$ cat src/rtl/sprite_fetch_pkg.sv
`default_nettype none
// ============================================================================
//  Module      : sprite_fetch_pkg
//  Description : Shared types and helpers for the sprite line fetcher:
//                fetch FSM state encoding, tile geometry constants and the
//                tile-map row base address helper.
//  Revision    : 1.0 - initial release
// ============================================================================
package sprite_fetch_pkg;

    typedef enum logic [2:0] {
        ST_IDLE = 3'd0,
        ST_MAP  = 3'd1,
        ST_IDX  = 3'd2,
        ST_WAIT = 3'd3,
        ST_WR   = 3'd4
    } fetch_state_t;

    // Tile geometry: 8 px wide, 16 lines tall, 2 bits per pixel.
    localparam int unsigned TILE_W = 8;
    localparam int unsigned TILE_H = 16;
    localparam int unsigned BPP    = 2;

    // First tile-map address of a tile row.
    function automatic logic [31:0] row_base(input logic [5:0] row,
                                             input int unsigned cols);
        return 32'(row) * cols;
    endfunction

endpackage
`default_nettype wire

$ cat src/rtl/sprite_line_fetcher.sv
`default_nettype none
// ============================================================================
//  Module      : sprite_line_fetcher
//  Description : Per-scanline sequencer for the sprite store read port. On
//                each accepted line_start it walks one tile-map row:
//                map index -> sprite index -> 16-bit sprite row, and writes
//                each row into the write bank of the double-buffered line
//                buffer. Per column: MAP, IDX, SPR_LAT x WAIT, WR.
//  Revision    : 1.0 - initial release
//  Options     : SPRITE_FETCH_PERF_EN - adds perf_cycles, the number of busy
//                cycles of the last completed line (saturating).
//  Ports       : CLK_100/RESET_N  - clock, async active-low reset
//                line_start/line_y - start pulse and scanline to fetch
//                map_addr/map_rd/map_rdata - tile map read port
//                get_index/get_line/get_data - sprite store read port
//                buf_we/buf_waddr/buf_wdata - line buffer write port
//                disp_bank - bank the pixel stage reads
//                busy/done - fetch status, done is a one-cycle pulse
//                overrun/overrun_clr - sticky line_start-while-busy flag
// ============================================================================
module sprite_line_fetcher
    import sprite_fetch_pkg::*;
#(
    parameter int unsigned COLS    = 80,
    parameter int unsigned ROWS    = 30,
    parameter int unsigned MAP_AW  = 12,
    parameter int unsigned SPR_LAT = 1
) (
    input  logic              CLK_100,
    input  logic              RESET_N,
    input  logic              line_start,
    input  logic [9:0]        line_y,
    output logic [MAP_AW-1:0] map_addr,
    output logic              map_rd,
    input  logic [7:0]        map_rdata,
    output logic [7:0]        get_index,
    output logic [3:0]        get_line,
    input  logic [15:0]       get_data,
    output logic              buf_we,
    output logic [7:0]        buf_waddr,
    output logic [15:0]       buf_wdata,
    output logic              disp_bank,
    output logic              busy,
    output logic              done,
    output logic              overrun,
    input  logic              overrun_clr
`ifdef SPRITE_FETCH_PERF_EN
    ,
    output logic [15:0]       perf_cycles
`endif
);

    localparam logic [6:0] c_last_col  = 7'(COLS - 1);
    localparam logic [7:0] c_wait_init = 8'(SPR_LAT - 1);

    fetch_state_t               r_state;
    logic                       r_bank;
    logic [$clog2(TILE_H)-1:0]  r_line;
    logic [MAP_AW-1:0]          r_base;
    logic [6:0]                 r_col;
    logic [7:0]                 r_wait_cnt;
    logic [MAP_AW-1:0]          r_map_addr;
    logic                       r_map_rd;
    logic [7:0]                 r_get_index;
    logic [3:0]                 r_get_line;
    logic                       r_buf_we;
    logic [7:0]                 r_buf_waddr;
    logic                       r_busy;
    logic                       r_done;
    logic                       r_overrun;

    logic [MAP_AW-1:0]          w_base;
    logic                       w_row_ok;
    logic                       w_accept;

    assign w_base   = MAP_AW'(row_base(line_y[9:4], COLS));
    assign w_row_ok = (32'(line_y[9:4]) < ROWS);
    // busy is only ever high outside IDLE, so the state term is the guard.
    assign w_accept = line_start && !r_busy && (r_state == ST_IDLE);

    always_ff @(posedge CLK_100 or negedge RESET_N) begin
        if (!RESET_N) begin
            r_state     <= ST_IDLE;
            r_bank      <= 1'b0;
            r_line      <= '0;
            r_base      <= '0;
            r_col       <= '0;
            r_wait_cnt  <= '0;
            r_map_addr  <= '0;
            r_map_rd    <= 1'b0;
            r_get_index <= '0;
            r_get_line  <= '0;
            r_buf_we    <= 1'b0;
            r_buf_waddr <= '0;
            r_busy      <= 1'b0;
            r_done      <= 1'b0;
            r_overrun   <= 1'b0;
        end else begin
            r_map_rd <= 1'b0;
            r_buf_we <= 1'b0;
            r_done   <= 1'b0;

            // A new overrun event takes priority over a clear in the same cycle.
            if (line_start && r_busy) begin
                r_overrun <= 1'b1;
            end else if (overrun_clr) begin
                r_overrun <= 1'b0;
            end

            case (r_state)
                ST_IDLE: begin
                    if (w_accept) begin
                        r_bank <= ~r_bank;
                        r_line <= line_y[3:0];
                        r_base <= w_base;
                        r_col  <= '0;
                        if (w_row_ok) begin
                            r_busy     <= 1'b1;
                            r_map_rd   <= 1'b1;
                            r_map_addr <= w_base;
                            r_state    <= ST_MAP;
                        end else begin
                            // Row below the map: nothing to fetch, finish at once.
                            r_done <= 1'b1;
                        end
                    end
                end
                ST_MAP: begin
                    r_state <= ST_IDX;
                end
                ST_IDX: begin
                    r_get_index <= map_rdata;
                    r_get_line  <= r_line;
                    r_wait_cnt  <= c_wait_init;
                    r_state     <= ST_WAIT;
                end
                ST_WAIT: begin
                    if (r_wait_cnt == 8'd0) begin
                        r_buf_we    <= 1'b1;
                        r_buf_waddr <= {r_bank, r_col};
                        r_state     <= ST_WR;
                    end else begin
                        r_wait_cnt <= r_wait_cnt - 8'd1;
                    end
                end
                ST_WR: begin
                    if (r_col == c_last_col) begin
                        r_busy  <= 1'b0;
                        r_done  <= 1'b1;
                        r_state <= ST_IDLE;
                    end else begin
                        r_col      <= r_col + 7'd1;
                        r_map_rd   <= 1'b1;
                        r_map_addr <= r_base + MAP_AW'(r_col + 7'd1);
                        r_state    <= ST_MAP;
                    end
                end
                default: begin
                    r_state <= ST_IDLE;
                end
            endcase
        end
    end

    assign map_addr  = r_map_addr;
    assign map_rd    = r_map_rd;
    assign get_index = r_get_index;
    assign get_line  = r_get_line;
    assign buf_we    = r_buf_we;
    assign buf_waddr = r_buf_waddr;
    // Sprite data is valid during WR only, so it is passed straight through.
    assign buf_wdata = get_data;
    assign disp_bank = ~r_bank;
    assign busy      = r_busy;
    assign done      = r_done;
    assign overrun   = r_overrun;

`ifdef SPRITE_FETCH_PERF_EN
    logic [15:0] r_perf_cnt;
    logic [15:0] r_perf_cycles;

    always_ff @(posedge CLK_100 or negedge RESET_N) begin
        if (!RESET_N) begin
            r_perf_cnt    <= '0;
            r_perf_cycles <= '0;
        end else begin
            if (w_accept) begin
                r_perf_cnt <= '0;
            end else if (r_busy && (r_perf_cnt != 16'hFFFF)) begin
                r_perf_cnt <= r_perf_cnt + 16'd1;
            end
            if (r_done) begin
                r_perf_cycles <= r_perf_cnt;
            end
        end
    end

    assign perf_cycles = r_perf_cycles;
`endif

endmodule
`default_nettype wire

$ cat config.mk
export PLATFORM = sky130hd
export DESIGN_NAME = sprite_line_fetcher
export DESIGN_NICKNAME = d
export VERILOG_FILES = /design/src/rtl/sprite_fetch_pkg.sv /design/src/rtl/sprite_line_fetcher.sv
export SDC_FILE = /design/constraint.sdc
export NUM_CORES = 1
export LEC_CHECK = 0
export CELL_PAD_IN_SITES_DETAIL_PLACEMENT = 2
export CELL_PAD_IN_SITES_GLOBAL_PLACEMENT = 2
export CORE_UTILIZATION = 30
export CTS_BUF_LIST = sky130_fd_sc_hd__clkbuf_4 sky130_fd_sc_hd__clkbuf_8 sky130_fd_sc_hd__clkbuf_16
export DETAILED_ROUTE_END_ITERATION = 7
export PLACE_DENSITY = 0.91
export SYNTH_ARGS = -nofsm -noshare
export SYNTH_HDL_FRONTEND = slang
export SYNTH_SLANG_ARGS = --single-unit
$ cat constraint.sdc
create_clock -name CLK_100 -period 2.6 [get_ports CLK_100]
set_input_delay 0.39 -clock CLK_100 [delete_from_list [all_inputs] [get_ports CLK_100]]
set_output_delay 0.39 -clock CLK_100 [all_outputs]
set_load 0.1 [all_outputs]
==> impl_metrics.py <==
metrics = {
    "synthesis": {
        "synth_seq_cells": 68,
        "synth_top_area_share_pct": 49.3,
        "synthAdderAreaFrac_pct": 5.66,
        "synth-compound-area-share_pct": 11.9,
        "synth.top_cells.by_area": "dfrtp_1 49%, mux2_2 5.9%, nand2_1 5.5%",
        "async_reset_ff_share_pct": 100,
        "synth_top_family_by_area": "simple AND/OR/NAND/NOR gates",
        "syn_area_per_cell_um2": 10.6,
        "synth_top_cell_by_area": "dfrtp_1",
        "syn-cell-area_um2": 3450,
        "synthMuxAreaShare_pct": 6.60,
        "synthFlopType": "dfrtp_1",
        "synth_common_cells": "68 x dfrtp_1, 51 x nand2_1, 18 x mux2_2, 18 x o21ai_0, 17 x nor2_1",
        "syn_inst": 326,
        "syn_nets": 379,
        "seq_area_frac_synth_pct": 49.3,
        "ys_types": 55,
        "yosysMostFrequentCell": "dfrtp_1",
        "yosys_warnings": 0,
        "synth_enable_flop_cells": 0,
        "synthXorXnorAreaFrac_pct": 4.31,
        "synth_simple_gate_area_share_pct": 15.1,
    },
    "sta": {
        "setup_tns_ns": 0,
        "grt_setup_unrepaired": "no",
        "whs_ns": 0.00307,
        "fmax_mhz": 446,
        "min_period_ns": 2.24,
        "min_period_over_period_pct": 86.2,
        "worst_pin_slew_ns": 0.667,
        "skew_ns": 0.00444,
        "hold_violations": 0,
        "setup_viol": 0,
        "slew_violations": 0,
        "relSlewSlack_pct": 55.5,
    },
    "detailed_routing": {
        "drtIter0Drc": 49,
        "dr.pass1.iters": 4,
        "routed_wl_mm": 9.47,
        "vias": 2633,
        "wl_per_cell_um": 18.1,
        "drc": 0,
        "drtAntennaViolNets": 0,
        "via_per_inst": 5.02,
    },
    "clock_network": {
        "cts_resized": 0,
        "cts_tree": "done",
        "post_cts_buffers": 0,
        "cts_max_level": 3,
        "clk_pin_slew_ns": 0.05,
        "postCtsHoldBufs": 0,
        "clock-sinks": 68,
        "clock_latency_ns": 0.34,
        "cts_made_buffers": 9,
        "clk_path_buf_depth": 2,
        "cts-root-buf": "clkbuf_16",
    },
    "worst_setup_path": {
        "rr_startpoint": "r_col[0]",
        "start_kind": "input pin",
        "crit_fanout": 3,
        "crit_type": "in2reg",
        "cp.arrival_ns": 2.43,
        "reg2reg_slack_ns": 0.43,
        "r2r.worst_path.cells": 6,
        "crit_required_ns": 2.78,
        "r2r_end": "map_addr[10]",
        "worstSetupEndpointType": "flop",
    },
    "flow_run": {
        "drv_cap": 0,
    },
    "floorplan": {
        "die_x_um": 109,
        "initial_utilization_pct": 31.3,
        "core_region_area_um2": 11000,
        "die_height_um": 109,
        "die_area_um2": 11900,
        "io_pins": 92,
        "num_rows": 38,
    },
    "run_status": {
        "status": "finished, final reports clean",
    },
    "finish": {
        "antenna_cells": 0,
        "fin_util_pct": 39.0,
        "drive_above_1_share_pct": 25.5,
        "final_net_count": 432,
        "areaGrowthSynthToFinish_pct": 24.5,
    },
    "pwr": {
        "powerDensity_nw_per_um2": 580,
        "ir_worst_vdd_v": 0.000308,
        "leakage_uw": 0.00213,
    },
    "global_routing": {
        "antenna_found_initial": 0,
        "grt_pass1_wl_mm": 15.4,
        "grt_usage_pct": 17.4,
        "grt_max_degree": 27,
        "grt_pass1_vias": 2995,
        "gr-total-overflow": 0,
    },
    "placement": {
        "place_congestion": 0.821,
        "dp_hpwl_mm": 6.76,
        "place.port_buffers": 59,
    },
    "hold_path": {
        "hp-class": "in2async",
    },
}
[critical path, stage by stage]
cell,delay (ns)
clkdlybuf4s50_1,0.51
ha_1,0.25
ha_1,0.23
inv_1,0.07
fa_1,0.21
inv_1,0.06
a21o_1,0.17
a21oi_1,0.19
xor2_1,0.20
o221ai_1,0.14
[metal layers]
| metal | part of all wire, % | vias to the layer above | track usage [%] |
|---|---|---|---|
| li1 | - | 1220 | - |
| met1 | 42 | 1339 | 19.6 |
| met2 | 53 | 61 | 31.6 |
| met3 | 4.1 | 13 | 4.18 |
| met4 | 1.4 | 0 | 6.48 |
| met5 | 0 | - | 0 |
[kinds of logic (layout without fill, tap and decap cells)]
kind of cell / Yosys count / count (layout)
compound gates: 60 / 60
simple gates: 106 / 106
flops: 68 / 68
xor+xnor: 17 / 17
mux: 20 / 20
buf+inv: 40 / 98
fa+ha+maj: 15 / 15
[final cells by class]
class / count / area, um^2
clock buffer: 14 / 263
clock inverter: 2 / 35.0
fill: 1193 / 6730
inverter: 13 / 53.8
multi-input combinational: 218 / 1500
sequential: 68 / 1700
tap: 140 / 175
timing repair buffer: 69 / 566
[layout by cell type, fill, tap and decap left out, types with 2 or more instances in the layout]
cell             count
a21o_1               6
a21oi_1             15
a21oi_2              2
a22o_1               2
a31oi_1              3
and3_1               3
buf_4               48
clkbuf_16            9
clkbuf_4             5
clkdlybuf4s50_1     20
dfrtp_1             68
ha_1                14
inv_1               12
mux2_2              18
nand2_1             51
nand2_2              2
nand2b_1             2
nand3_1              6
nand4_1              4
nand4b_1             2
nor2_1              17
nor3_1               4
o21ai_0             18
o31ai_1              2
or3_1                2
or4_1                2
xnor2_1              8
xor2_1               9
[how the worst max path moves through the flow]
| stage | startpoint | to | slack (ns) | cells after the start |
|---|---|---|---|---|
| after detailed placement | line_y[7] | map_addr[11] | -0.01 | 10 |
| after global placement | line_y[7] | map_addr[11] | 0.13 | 10 |
| after floorplan | busy | map_addr[8] | 0.52 | 7 |
| after global routing | line_y[7] | map_addr[11] | 0.20 | 10 |
| after CTS | line_y[7] | map_addr[11] | 0.34 | 10 |
| final | line_y[7] | map_addr[11] | 0.36 | 10 |
[where the power goes]
group | leakage, uW | switching (uW) | internal, uW
Sequential | 0.000882 | 3.93 | 1070
Combinational | 0.00110 | 122 | 67.8
Clock | 0.000152 | 438 | 795
[registers in the layout (all words and copies together) (netlist names)]
| signal | flops |
|---|---|
| buf_waddr | 8 |
| done | 1 |
| r_bank | 1 |
| map_addr | 12 |
| overrun | 1 |
| get_line | 4 |
| r_state | 3 |
| r_line | 4 |
| get_index | 8 |
| buf_we | 1 |
| r_col | 7 |
| r_wait_cnt | 8 |
| r_base | 8 |
| map_rd | 1 |
| busy | 1 |
[per-stage QoR]
stage	setup WS (ns)	std cells	total power (uW)	instance area, um^2
2_1_floorplan	0.516	326	1310	3450
3_3_place_gp	0.128	508	1270	4000
3_5_place_dp	-0.0104	508	1280	4000
4_1_cts	0.340	524	2530	4300
5_1_grt	0.202	524	2580	4300
6_report	0.358	524	2490	4300
Power figures use the tool's default switching activity.
